$ cat config.mk
export PLATFORM = sky130hd
export DESIGN_NAME = keypad_scanner
export DESIGN_NICKNAME = d
export VERILOG_FILES = /design/src/rtl/keypad_scanner_pkg.sv /design/src/rtl/keypad_debouncer.sv /design/src/rtl/keypad_scanner.sv
export SDC_FILE = /design/constraint.sdc
export NUM_CORES = 1
export LEC_CHECK = 0
export ABC_AREA = 1
export BUFFER_PORTS_ARGS = -buffer_cell sky130_fd_sc_hd__clkbuf_2
export CAP_MARGIN = 20
export CORE_MARGIN = 2
export CORE_UTILIZATION = 43
export CTS_BUF_LIST = sky130_fd_sc_hd__clkbuf_4
export DETAILED_ROUTE_END_ITERATION = 10
export GPL_ROUTABILITY_DRIVEN = 0
export GPL_TIMING_DRIVEN = 0
export PLACE_DENSITY = 0.73
export SLEW_MARGIN = 20
export SYNTH_ARGS = -nofsm -noshare
export SYNTH_HDL_FRONTEND = slang
export SYNTH_SLANG_ARGS = --single-unit
$ cat constraint.sdc
create_clock -name clk -period 5.3 [get_ports clk]
set_input_delay 0.53 -clock clk [delete_from_list [all_inputs] [get_ports clk]]
set_output_delay 0.53 -clock clk [all_outputs]
set_load 0.02 [all_outputs]
$ cat src/rtl/keypad_scanner_pkg.sv
// Shared constants, DataOut bit map and debounce state encoding for the keypad scanner.
// No logic here; the key priority encoder is a pure combinational helper.
package keypad_scanner_pkg;

    localparam int NCOL                = 4;
    localparam int NROW                = 4;
    localparam int DEBOUNCE_FRAMES_DEF = 3;

    localparam int READY_BIT   = 31;
    localparam int OVERRUN_BIT = 30;
    localparam int HELD_BIT    = 29;

    typedef enum logic [1:0] {
        RELEASED   = 2'd0,
        PRESS_DB   = 2'd1,
        HELD       = 2'd2,
        RELEASE_DB = 2'd3
    } kp_state_t;

    // Returns {found, index} of the lowest-indexed pressed key (index = row*NCOL + col).
    function automatic logic [4:0] first_key(input logic [NROW*NCOL-1:0] keys);
        logic [4:0] result;
        result = '0;
        for (int i = NROW*NCOL-1; i >= 0; i--) begin
            if (keys[i]) begin
                result = {1'b1, 4'(i)};
            end
        end
        return result;
    endfunction

endpackage

$ cat src/rtl/keypad_debouncer.sv
// Frame-level debounce FSM: accepts a press/release after DEBOUNCE_FRAMES identical frames.
// latch is combinational on the accepting frame_valid cycle; state advances only on frame_valid.
module keypad_debouncer
    import keypad_scanner_pkg::*;
#(
    parameter int DEBOUNCE_FRAMES = DEBOUNCE_FRAMES_DEF
) (
    input  logic       clk,
    input  logic       reset,
    input  logic       frame_valid,
    input  logic       pressed,
    input  logic [3:0] code,
    output logic       latch,
    output logic [3:0] code_out,
    output logic       held
);

    localparam int CW = $clog2(DEBOUNCE_FRAMES + 1);

    kp_state_t      r_state;
    logic [CW-1:0]  r_count;
    logic [3:0]     r_cand;
    logic           r_held;

    logic [CW-1:0]  w_count_inc;
    logic           w_at_limit;
    logic           w_latch;

    assign w_count_inc = r_count + CW'(1);
    assign w_at_limit  = (w_count_inc >= CW'(DEBOUNCE_FRAMES));

    // A single-frame debounce accepts straight out of RELEASED.
    assign w_latch = frame_valid && pressed &&
                     ((r_state == PRESS_DB && code == r_cand && w_at_limit) ||
                      (r_state == RELEASED && DEBOUNCE_FRAMES <= 1));

    assign latch    = w_latch;
    assign code_out = code;
    assign held     = r_held;

    always_ff @(posedge clk) begin
        if (reset) begin
            r_state <= RELEASED;
            r_count <= '0;
            r_cand  <= '0;
            r_held  <= 1'b0;
        end else if (frame_valid) begin
            unique case (r_state)
                RELEASED: begin
                    if (pressed) begin
                        r_cand <= code;
                        if (w_latch) begin
                            r_state <= HELD;
                            r_count <= '0;
                            r_held  <= 1'b1;
                        end else begin
                            r_state <= PRESS_DB;
                            r_count <= CW'(1);
                        end
                    end
                end
                PRESS_DB: begin
                    if (!pressed) begin
                        r_state <= RELEASED;
                        r_count <= '0;
                    end else if (code != r_cand) begin
                        r_cand  <= code;
                        r_count <= CW'(1);
                    end else if (w_latch) begin
                        r_state <= HELD;
                        r_count <= '0;
                        r_held  <= 1'b1;
                    end else begin
                        r_count <= w_count_inc;
                    end
                end
                HELD: begin
                    // Any pressed frame keeps the key held; there is no auto-repeat.
                    if (!pressed) begin
                        if (DEBOUNCE_FRAMES <= 1) begin
                            r_state <= RELEASED;
                            r_count <= '0;
                            r_held  <= 1'b0;
                        end else begin
                            r_state <= RELEASE_DB;
                            r_count <= CW'(1);
                        end
                    end
                end
                RELEASE_DB: begin
                    if (pressed) begin
                        r_state <= HELD;
                        r_count <= '0;
                    end else if (w_at_limit) begin
                        r_state <= RELEASED;
                        r_count <= '0;
                        r_held  <= 1'b0;
                    end else begin
                        r_count <= w_count_inc;
                    end
                end
                default: begin
                    r_state <= RELEASED;
                    r_count <= '0;
                    r_held  <= 1'b0;
                end
            endcase
        end
    end

endmodule

$ cat src/rtl/keypad_scanner.sv
// 4x4 keypad scanner: column drive, row synchronizer, frame capture and CPU-visible status word.
// Ready/code appear one cycle after the accepting frame end; RE clears Ready/Overrun next cycle.
module keypad_scanner
    import keypad_scanner_pkg::*;
#(
    parameter int DEBOUNCE_FRAMES = DEBOUNCE_FRAMES_DEF
) (
    input  logic        clk,
    input  logic        reset,
    input  logic        Call,
    input  logic        RE,
    input  logic [3:0]  rows,
    output logic [3:0]  colsel,
    output logic [31:0] DataOut,
    output logic        IRQ
);

    logic [3:0]            r_rows_meta;
    logic [3:0]            r_rows_sync;
    logic [1:0]            r_col;
    logic [3:0]            r_colsel;
    logic [NROW*NCOL-1:0]  r_keys;
    logic [3:0]            r_code;
    logic                  r_ready;
    logic                  r_overrun;

    logic [NROW*NCOL-1:0]  w_keys;
    logic                  w_frame_valid;
    logic [4:0]            w_first;
    logic                  w_latch;
    logic [3:0]            w_code_out;
    logic                  w_held;

    always_ff @(posedge clk) begin
        if (reset) begin
            r_rows_meta <= 4'hF;
            r_rows_sync <= 4'hF;
        end else begin
            r_rows_meta <= rows;
            r_rows_sync <= r_rows_meta;
        end
    end

    // Rows are active-low: a low row while this column is driven means that key is down.
    always_ff @(posedge clk) begin
        if (reset) begin
            r_col    <= 2'd0;
            r_colsel <= 4'b1110;
            r_keys   <= '0;
        end else if (Call) begin
            for (int r = 0; r < NROW; r++) begin
                r_keys[r*NCOL + int'(r_col)] <= ~r_rows_sync[r];
            end
            r_col    <= r_col + 2'd1;
            r_colsel <= {r_colsel[2:0], r_colsel[3]};
        end
    end

    // The last column's samples are merged in directly so the frame is evaluated on its own Call.
    always_comb begin
        w_keys = r_keys;
        for (int r = 0; r < NROW; r++) begin
            w_keys[r*NCOL + NCOL - 1] = ~r_rows_sync[r];
        end
    end

    assign w_frame_valid = Call && (r_col == 2'(NCOL - 1));
    assign w_first       = first_key(w_keys);

    keypad_debouncer #(
        .DEBOUNCE_FRAMES (DEBOUNCE_FRAMES)
    ) u_debouncer (
        .clk         (clk),
        .reset       (reset),
        .frame_valid (w_frame_valid),
        .pressed     (w_first[4]),
        .code        (w_first[3:0]),
        .latch       (w_latch),
        .code_out    (w_code_out),
        .held        (w_held)
    );

    // Overrun only exists alongside Ready, so it is set exactly when an unread code is replaced.
    always_ff @(posedge clk) begin
        if (reset) begin
            r_code    <= 4'd0;
            r_ready   <= 1'b0;
            r_overrun <= 1'b0;
        end else if (w_latch) begin
            r_code    <= w_code_out;
            r_ready   <= 1'b1;
            r_overrun <= r_ready && !RE;
        end else if (RE) begin
            r_ready   <= 1'b0;
            r_overrun <= 1'b0;
        end
    end

    always_comb begin
        DataOut              = '0;
        DataOut[READY_BIT]   = r_ready;
        DataOut[OVERRUN_BIT] = r_overrun;
        DataOut[HELD_BIT]    = w_held;
        DataOut[3:0]         = r_code;
    end

    assign colsel = r_colsel;
    assign IRQ    = r_ready;

endmodule

### Word level (Yosys, flattened, before mapping)

Cells that the tools add are included.

| word-level totals | value |
|---|---|
| register bits | 45 |
| memory bits (read-only) | 0 |
| bits in latches | 0 |
| RAM bits | 0 |
| output and inout bits | 37 |
| memories kept | 0 |
| input bits | 8 |
| word-level logic and storage cells | 125 |

| operators by class | value |
|---|---|
| equal/unequal tests | 16 |
| $add $sub $neg | 5 |
| bitwise logic cells | 4 |
| reductions and logical operators | 19 |
| multiplexer cells | 60 |
| shifts and indexed selects | 0 |
| div/mod/pow operators | 0 |
| $lt $le $gt $ge | 9 |
| multiply operators | 0 |

Operator list:

| operator | number |
|---|---|
| 5-bit two-way mux | 16 |
| 16-bit bitwise mux | 4 |
| 2-bit two-way mux | 15 |
| 2-bit one-hot mux with 4 select lines | 2 |
| 1-bit two-way mux | 14 |
| 1-bit demux with 4-bit select | 3 |
| 4-bit two-way mux | 3 |
| 2-bit inequality test, second input constant | 6 |
| 4-bit by 2-bit adder with 5-bit output, first input constant | 2 |
| 5-bit by 1-bit greater-or-equal comparator with 1-bit output, second input constant | 2 |
| 1-bit logical AND | 10 |
| 5-bit less-than comparator, second input constant | 2 |
| 4-bit one-hot mux with 2 select lines | 1 |
| 7-bit AND reduction | 1 |
| 2-bit == test, second input constant | 3 |
| 3-bit by 2-bit inequality test with 1-bit output, second input constant | 2 |
| 6-bit AND reduction | 1 |
| 2-bit by 5-bit less-than comparator with 1-bit output, second input constant | 1 |
| 4-bit by 5-bit less-than comparator with 1-bit output, second input constant | 1 |
| 5-bit AND reduction | 1 |
| 2-bit by 1-bit adder with 2-bit output, second input constant | 2 |
| 3-bit by 2-bit adder with 4-bit output, first input constant | 1 |
| 4-bit == test | 1 |
| 4-bit by 1-bit greater-or-equal comparator with 1-bit output, second input constant | 1 |
| 14 further kinds | 18 |

### Depth between registers and ports, before layout

Gate-level depths: netlist of run 1.

| depth | value |
|---|---|
| depth after elaboration | 24 |
| mapped depth | 21 |
| depth with buffers taken out | 21 |

### Hierarchy

From an unflattened synthesis of run 1, not the netlist that was laid out.

| unflattened totals | value |
|---|---|
| cell total of the unflattened synthesis | 292 |
| area total of the unflattened synthesis | 2112.0 um^2 |

Modules (own cells, without submodules):

| module | sequential area each (um^2) | times used | cells an instance | area an instance (um^2) |
|---|---|---|---|---|
| keypad_scanner | 640.6 | 1 | 194 | 1492.7 |
| keypad_debouncer | 180.2 | 1 | 98 | 619.3 |

### Least setup slack after synthesis of run 1

Ideal clock, no wire load.

| path | value |
|---|---|
| path kind | reg2reg |
| start | register r_rows_sync[1] |
| end | register u_debouncer.r_cand[1] |
| clock period less this slack | 1787 ps |
| slack | 3513 ps |
| data required time | 5180 ps |
| data arrival time | 1667 ps |
| cell stages (with the launch flop) | 15 |
| path through | dfxtp_1 inv_1 nor2_1 nand2_1 nor2_1 nand2_2 xnor2_1 nor2_1 nand2_1 nor2_2 nand3_2 o21ai_1 inv_2 o21ai_0 a21oi_1 |

| on the way | value |
|---|---|
| cells in the longest elaborated chain, start to end | 11 |
| elaborated cells between the ends (all ways) | 17 |
| those cells by class | eq/ne: 4; mux: 12; reduce/logical: 1 |

Ends and longest elaborated chain:

| item | RTL line | RTL |
|---|---|---|
| from (decl) | keypad_scanner.sv:19 | `logic [3:0] r_rows_sync;` |
| from (signal assigned) | keypad_scanner.sv:40 | `r_rows_sync <= r_rows_meta;` |
| 5-bit two-way mux * (8 in series) | keypad_scanner_pkg.sv:25 | `if (keys[i]) begin` |
| 4-bit inequality test / 4-bit two-way mux (equally long branches) | keypad_debouncer.sv:66 | `end else if (code != r_cand) begin` |
| 2-bit inequality test (no line) / 4-bit two-way mux (equally long branches) | n/a |  |
| 5-bit AND reduction (no line) / 4-bit one-hot mux with 2 select lines (equally long branches) | n/a |  |
| to (signal assigned) | keypad_debouncer.sv:51 | `r_cand <= code;` |
| to (signal assigned) | keypad_debouncer.sv:67 | `r_cand <= code;` |
| to (decl) | keypad_debouncer.sv:22 | `logic [3:0] r_cand;` |

Mark *: on every way between the ends. The rest lies on a longest branch, timed or not. The select of a mux whose other input is x is not followed.
A chain may end at the register's enable or synchronous reset.

### Worst setup path after layout of run 1

| path | value |
|---|---|
| start | register r_rows_sync[1] |
| end | register r_code[0] |

| on the way | value |
|---|---|
| cells in the longest elaborated chain, start to end | 12 |
| elaborated cells between the ends (all ways) | 13 |
| those cells by class | eq/ne: 1; mux: 8; reduce/logical: 4 |

Ends and longest elaborated chain:

| item | RTL line | RTL |
|---|---|---|
| 5-bit two-way mux * (8 in series) | keypad_scanner_pkg.sv:25 |  |
| 4-bit == test | keypad_debouncer.sv:34 | `((r_state == PRESS_DB && code == r_cand && w_at_limit) \|\|` |
| 1-bit logical AND (2 in series) | keypad_debouncer.sv:34 |  |
| 1-bit logical AND | keypad_debouncer.sv:33 | `assign w_latch = frame_valid && pressed &&` |
| to (signal assigned) | keypad_scanner.sv:90 | `r_code <= w_code_out;` |
| to (decl) | keypad_scanner.sv:23 | `logic [3:0] r_code;` |

Mark *: on every way between the ends. The rest lies on a longest branch, timed or not.

==> out/metrics.csv, run 1 <==
stage,metric,value,unit
worst_hold_path,Worst Hold Endpoint,r_rows_meta[1],
clock_tree,Num CTS Buffers,5,
yosys,"Seq/Total Area, Yosys",38.9,%
timing,max-slew violation count,0,
yosys,post-synth top area cell,dfxtp_1,
yosys,post-synthesis cell count,286,
grt,initial antenna violation count,0,
yosys,leading cell type by number of instances after synthesis,nand2_1,
finish,NumNets Final,350,
die,Rows,25,
power,Leakage,1.24,nW
clock_tree,CTS Hold Bufs,0,
routing,DRT Pass-1 Iters,4,
die,Core Area,0.00472,mm2
routing,DRC viols,0,
run,Max Cap Viol,0,
finish,Final Core Density,51.9,%
finish,Post-Layout Cell Count,403,
clock_tree,Skew-Pair Late Insertion Delay,0.36,ns
power,Sequential Power Share,49.3,%
die,Die Height,74.1,um
place,cell area after placement,0.00237,mm2
finish,synthesis-to-finish area growth,16.2,%
power,Tot Pwr,0.672,mW
yosys,"FFs w/ async S/R, synth",0,%
critical_path,Crit Path Max Fanout,6,
power,Psw,0.199,mW
timing,final setup TNS,0,ns
critical_path,critical path capture point type,flop,
timing,Max Clock Skew,0.0109,ns
routing,final wirelength,3.96,mm
clock_tree,CTS tree,built,
routing,Via density,4.42,
yosys,"EDFF count, synth",0,
clock_tree,Post CTS Setup Buffer Count,0,
critical_path,Reg2Reg Setup Slack,3.19,ns
yosys,number of synthesis warnings,0,
finish,Sequential Area,821,um2
place,I/O Buffers,18,
power,peak supply drop,184,uV
critical_path,Worst R2R Path Depth,13,
critical_path,CP Launch Point,r_rows_sync[1],
grt,vias in the first global route,1572,
die,Initial Util,44.7,%
routing,Vias,1783,
grt,largest net degree at the start of global routing,13,
worst_hold_path,Hold Crit Depth,2,
timing,Worst Max-Slew Pin Slew,0.502,ns
yosys,top cell type's share of synthesized area,38.9,%
grt,total track usage,15.8,%
critical_path,kind of critical path,flop to flop,
power,Pwr Density,274,mW/mm2
worst_hold_path,worst hold start,rows[1],
finish,filler instances,469,
die,Die W,74.1,um
finish,ANT cells,0,
yosys,number of distinct library cells after synthesis,29,
timing,Fmax,475,MHz
yosys,Synth Flop Type,dfxtp_1,
timing,Slew Limit Headroom,66.5,%
place,pre-CTS setup slack,3.15,ns
place,HPWL Detailed,2.99,mm
clock_tree,CTS HTree Levels,2,
finish,ratio of cells with drive above 1 in the final layout,22.9,%
routing,WL/cell,9.83,um
yosys,synthesized area per cell,7.38,um2
die,Die ar.,0.00548,mm2
timing,"Setup violations, final",0,
timing,"Hold Vio Cnt, Final",0,
critical_path,worst path required time,5.60,ns
timing,Final WS setup,3.19,ns
yosys,Mapped Area,0.00211,mm2
power,Switching Fraction,29.5,%
critical_path,R2R Path End,r_code[0],
grt,first-pass GRT wire length,6.67,mm
timing,period utilization,39.7,%
yosys,synthesized flop and latch total,41,
routing,Starting DRT DRC Count,128,
routing,post-route ant nets,0,
power,Clock power frac,31.0,%
clock_tree,CTS resizes,0,
die,Top Ports,45,
clock_tree,clock transition at the registers of the reported paths,0.12,ns
critical_path,Worst EP arrival,2.41,ns
worst_hold_path,HP Class,primary input to flop,
place,Inst Count DP,395,
clock_tree,CTS root buf,clkbuf_4,
outcome,status,"complete, no violations",
timing,post-layout min period,2.11,ns
power,Internal Pwr Total,0.474,mW
grt,GRT overflow,0,
timing,hold_ws,0.337,ns
critical_path,FF-to-FF Start,r_rows_sync[1],
yosys,synth cell count leaders,"nand2_1 (49), dfxtp_1 (41), inv_1 (38), a21oi_1 (31), buf_4 (28)",
finish,fin area,0.00245,mm2
clock_tree,CTS Buffer Depth,2,
finish,area of the multi-input gates,0.00100,mm2
critical_path,Worst setup SP type,flop,
clock_tree,Sink Count,41,
timing,RSZ-0062 raised after global routing,no,
yosys,largest cells by area after synthesis,"dfxtp_1 (39%), buf_4 (10%), nand2_1 (8.7%), a21oi_1 (7.4%), inv_1 (6.8%)",
power,combinational share of power,19.7,%
==> final cells by class <==
class / instances / share of cell area [%]
Timing Repair Buffer: 18 / 3.67
Sequential cell: 41 / 33.5
Multi-Input combinational cell: 197 / 40.8
Buffer: 32 / 9.23
Clock buffer: 6 / 1.84
Inverter: 40 / 6.17
Clock inverter: 2 / 1.38
Tap cell: 67 / 3.42
==> cells by family after synthesis <==
group,after synthesis,share of synthesized area [%]
AOI/OAI and AO/OA,60,14.7
xor gates and xnor gates,1,0.415
adders and majority gates,7,4.15
buffers and inverters,72,17.9
DFF,41,38.9
other,1,0.178
and+or+nand+nor,104,23.8
==> power by group through the flow <==
stage	Combinational, mW	Clock (mW)	Sequential, mW
floorplan	0.108	0	0.339
global route	0.151	0.224	0.334
detailed placement	0.132	0	0.339
global placement	0.130	0	0.338
CTS	0.132	0.210	0.332
finish	0.132	0.208	0.332
==> flip-flops by register name, indices dropped and copies added, names as in the netlist, named ones only <==
name                 flops
colsel                   4
IRQ                      1
u_debouncer.r_state      1
r_code                   4
r_overrun                1
r_rows_meta              4
u_debouncer.r_cand       4
u_debouncer.r_count      2
r_col                    2
r_keys                  12
r_rows_sync              4
u_debouncer.held         1
==> critical path, stage by stage, from the launching register on <==
cell and delay (ns):
dfxtp_1 0.36, inv_1 0.07, nor2_1 0.12, nand2_1 0.08
nor2_1 0.17, nand2_2 0.10, xnor2_1 0.13, nor2_1 0.08
nand2_1 0.07, nor2_2 0.14, nand4_2 0.20, inv_1 0.25
o21ai_0 0.12, a21oi_1 0.14
==> per-layer routing <==
metal | wire, um | global-route usage, %
met3 | 217 | 5.15
met5 | 0 | 0
met1 | 1840 | 19.5
met2 | 1840 | 25.5
met4 | 62 | 6.26
==> placed cells by master, fill, tap and decap left out, types with 2 or more instances in the layout <==
cell type | netlist | final
a21oi_1 | 31 | 31
buf_4 | 28 | 28
clkbuf_1 | 3 | 3
clkbuf_2 | 0 | 18
clkbuf_4 | 0 | 6
conb_1 | 1 | 25
dfxtp_1 | 41 | 41
ha_1 | 7 | 7
inv_1 | 38 | 38
nand2_1 | 49 | 49
nand2_2 | 4 | 4
nand3_1 | 14 | 14
nand3_2 | 3 | 3
nor2_1 | 18 | 18
nor2_2 | 2 | 2
o21a_1 | 2 | 2
o21ai_0 | 24 | 24
or2_2 | 8 | 8
==> worst max-delay path by stage <==
stage	end	slack (ns)	cells after the start
after floorplan	u_debouncer.r_cand[1]	3.51	14
after global placement	r_code[1]	3.19	9
after detailed placement	r_code[1]	3.15	9
after CTS	r_code[1]	3.21	13
after global routing	u_debouncer.r_cand[2]	2.90	15
final	r_code[0]	3.19	13
Note: power is estimated with default switching activity, not from simulation.
==> inputs of run 2 (changes only) <==
- clock period: 5.3 -> 2.2 ns (I/O delays scaled with it)
==> out/metrics.csv, run 2 (same netlist as run 1, synthesis figures left out) <==
stage,metric,value,unit,change
outcome,status,"complete, no violations",,
place,I/O Buffers,18,,unchanged
timing,max-slew violation count,0,,unchanged
critical_path,kind of critical path,flop to flop,,
critical_path,FF-to-FF Start,r_rows_sync[2],,
die,Initial Util,44.7,%,unchanged
die,Die ar.,0.00548,mm2,unchanged
finish,ANT cells,0,,unchanged
critical_path,Worst EP arrival,2.33,ns,-0.08 ns
die,Die W,74.1,um,unchanged
timing,period utilization,93.2,%,+54 points
timing,Worst Max-Slew Pin Slew,0.519,ns,+0.0167 ns
timing,Fmax,487,MHz,+2.6%
routing,final wirelength,4.16,mm,+5.0%
run,Max Cap Viol,0,,unchanged
die,Rows,25,,unchanged
timing,Slew Limit Headroom,65.4,%,-1.1 points
grt,vias in the first global route,1572,,unchanged
routing,Vias,1849,,+3.7%
die,Core Area,0.00472,mm2,unchanged
grt,first-pass GRT wire length,6.67,mm,unchanged
critical_path,end of the critical path,u_debouncer.r_cand[1],,
clock_tree,Sink Count,41,,unchanged
finish,"leading cell type in the layout, fill and taps excluded",nand2_1,,
finish,Final Core Density,54.4,%,+2.5 points
finish,NumNets Final,356,,+1.7%
finish,max reg flops,12,,unchanged
clock_tree,Num CTS Buffers,5,,unchanged
timing,Max Clock Skew,0.0107,ns,-0.000191 ns
finish,most frequent cells in the layout,"nand2_1 (48), dfxtp_1 (40), inv_1 (36)",,
finish,synthesis-to-finish area growth,21.8,%,
die,Top Ports,45,,unchanged
clock_tree,CTS Buffer Depth,2,,unchanged
grt,largest net degree at the start of global routing,13,,unchanged
power,peak supply drop,445,uV,+140%
critical_path,Worst setup SP type,flop,,
routing,Starting DRT DRC Count,68,,-47%
critical_path,CP max stage cell,dfxtp_4,,
routing,post-route ant nets,0,,unchanged
place,pre-CTS setup slack,0.128,ns,-3.02 ns
critical_path,R2R Path End,u_debouncer.r_cand[1],,
place,HPWL Detailed,2.99,mm,unchanged
timing,Final WS setup,0.149,ns,-3.05 ns
finish,largest reg by FF count,r_keys,,
clock_tree,Skew-Pair Late Insertion Delay,0.37,ns,about the same
clock_tree,clock transition at the registers of the reported paths,0.12,ns,about the same
worst_hold_path,HP Class,primary input to flop,,
critical_path,Reg2Reg Setup Slack,0.15,ns,-3.05 ns
timing,"Setup violations, final",0,,unchanged
grt,total track usage,15.8,%,unchanged
clock_tree,CTS root buf,clkbuf_4,,
critical_path,critical path's top delay family,simple AND/OR/NAND/NOR gates,,
place,cell area after placement,0.00237,mm2,unchanged
critical_path,CP Launch Point,r_rows_sync[2],,
routing,DRT Pass-1 Iters,4,,unchanged
critical_path,Crit Path Max Fanout,8,,+2
critical_path,crit-path most repeated cell,nand2_1,,
die,Die Height,74.1,um,unchanged
timing,"Hold Vio Cnt, Final",0,,unchanged
critical_path,CP bufs+invs,2,,unchanged
grt,initial antenna violation count,0,,unchanged
routing,WL/cell,10.2,um,+3.5%
routing,DRC viols,0,,unchanged
grt,GRT overflow,0,,unchanged
clock_tree,CTS Hold Bufs,0,,unchanged
critical_path,critical path capture point type,flop,,
power,Leakage,1.26,nW,+1.0%
critical_path,largest stage delay on the critical path,0.39,ns,+0.03 ns
power,Pwr Density,649,mW/mm2,+140%
routing,Via density,4.52,,+2.2%
finish,filler instances,455,,-3.0%
critical_path,Worst R2R Path Depth,15,,+2
timing,final setup TNS,0,ns,unchanged
timing,RSZ-0062 raised after global routing,yes,,
clock_tree,CTS HTree Levels,2,,unchanged
finish,fin area,0.00257,mm2,+4.7%
critical_path,worst path required time,2.48,ns,-3.12 ns
clock_tree,CTS tree,built,,
critical_path,CP Depth,15,,+2
finish,ratio of cells with drive above 1 in the final layout,27.8,%,+4.9 points
critical_path,worst path cell trace,inv_4 -> nor4_4 -> nand2_1 -> nand2_2 -> nand2_2 -> nand2_1 -> nand2_1 -> nor2_1 -> nand2_1 -> nor2_4 -> nand3_4 -> o21ai_4 -> inv_4 -> o21ai_2 -> a21oi_1,,
timing,post-layout min period,2.05,ns,-0.0542 ns
[run 2: worst reg2reg max path, cell delays in order (launching register included)]
cell     delay, ns
dfxtp_4       0.39
inv_4         0.05
nor4_4        0.30
nand2_1       0.10
nand2_2       0.09
nand2_2       0.06
nand2_1       0.05
nand2_1       0.05
nor2_1        0.08
nand2_1       0.09
nor2_4        0.17
nand3_4       0.12
o21ai_4       0.18
inv_4         0.08
o21ai_2       0.14
a21oi_1       0.05
[run 2: worst min-delay path by stage]
stage,from,endpoint,slack (ns),depth (start not counted)
CTS,rows[1],r_rows_meta[1],0.03,2
global route,rows[3],r_rows_meta[3],0.01,2
global placement,r_rows_meta[1],r_rows_sync[1],0.39,1
floorplan,rows[0],r_rows_meta[0],0.32,1
finish,rows[1],r_rows_meta[1],0.02,2
detailed placement,r_rows_meta[2],r_rows_sync[2],0.40,1
[run 2: where the power goes]
group	internal (mW)	switching, mW
combinational	0.136	0.226
sequential	0.775	0.0238
clock	0.249	0.257
[run 2: cell type report]
type	instances	area, um2	area share, %
flip-flops and latches	41	825	32.1
well taps	67	83.8	3.26
repair buffers	24	135	5.26
clock buffers	6	45.0	1.75
inverters	40	159	6.18
clock inverters	2	33.8	1.31
plain buffers	32	226	8.81
multi-input cells	197	1060	41.3
[run 2: metrics by stage]
step | hold slack [ns] | std cells | power, mW
global placement | 0.392 | 395 | 1.13
global route | 0.0134 | 409 | 1.75
finish | 0.0227 | 409 | 1.67
floorplan | 0.324 | 310 | 1.08
CTS | 0.0278 | 403 | 1.62
detailed placement | 0.396 | 395 | 1.13
[run 2: metal layers]
layer	up-vias	global-route usage (%)	part of all wire (%)
met5	-	0	0
met4	0	6.26	2.0
met3	10	5.15	6.6
met2	62	25.5	47
met1	809	19.5	45
li1	968	-	-
[run 2: repair_timing]
item	CTS	global route
setup endpoints to repair	0	12
resized for setup	0	24
buffers inserted	0	6
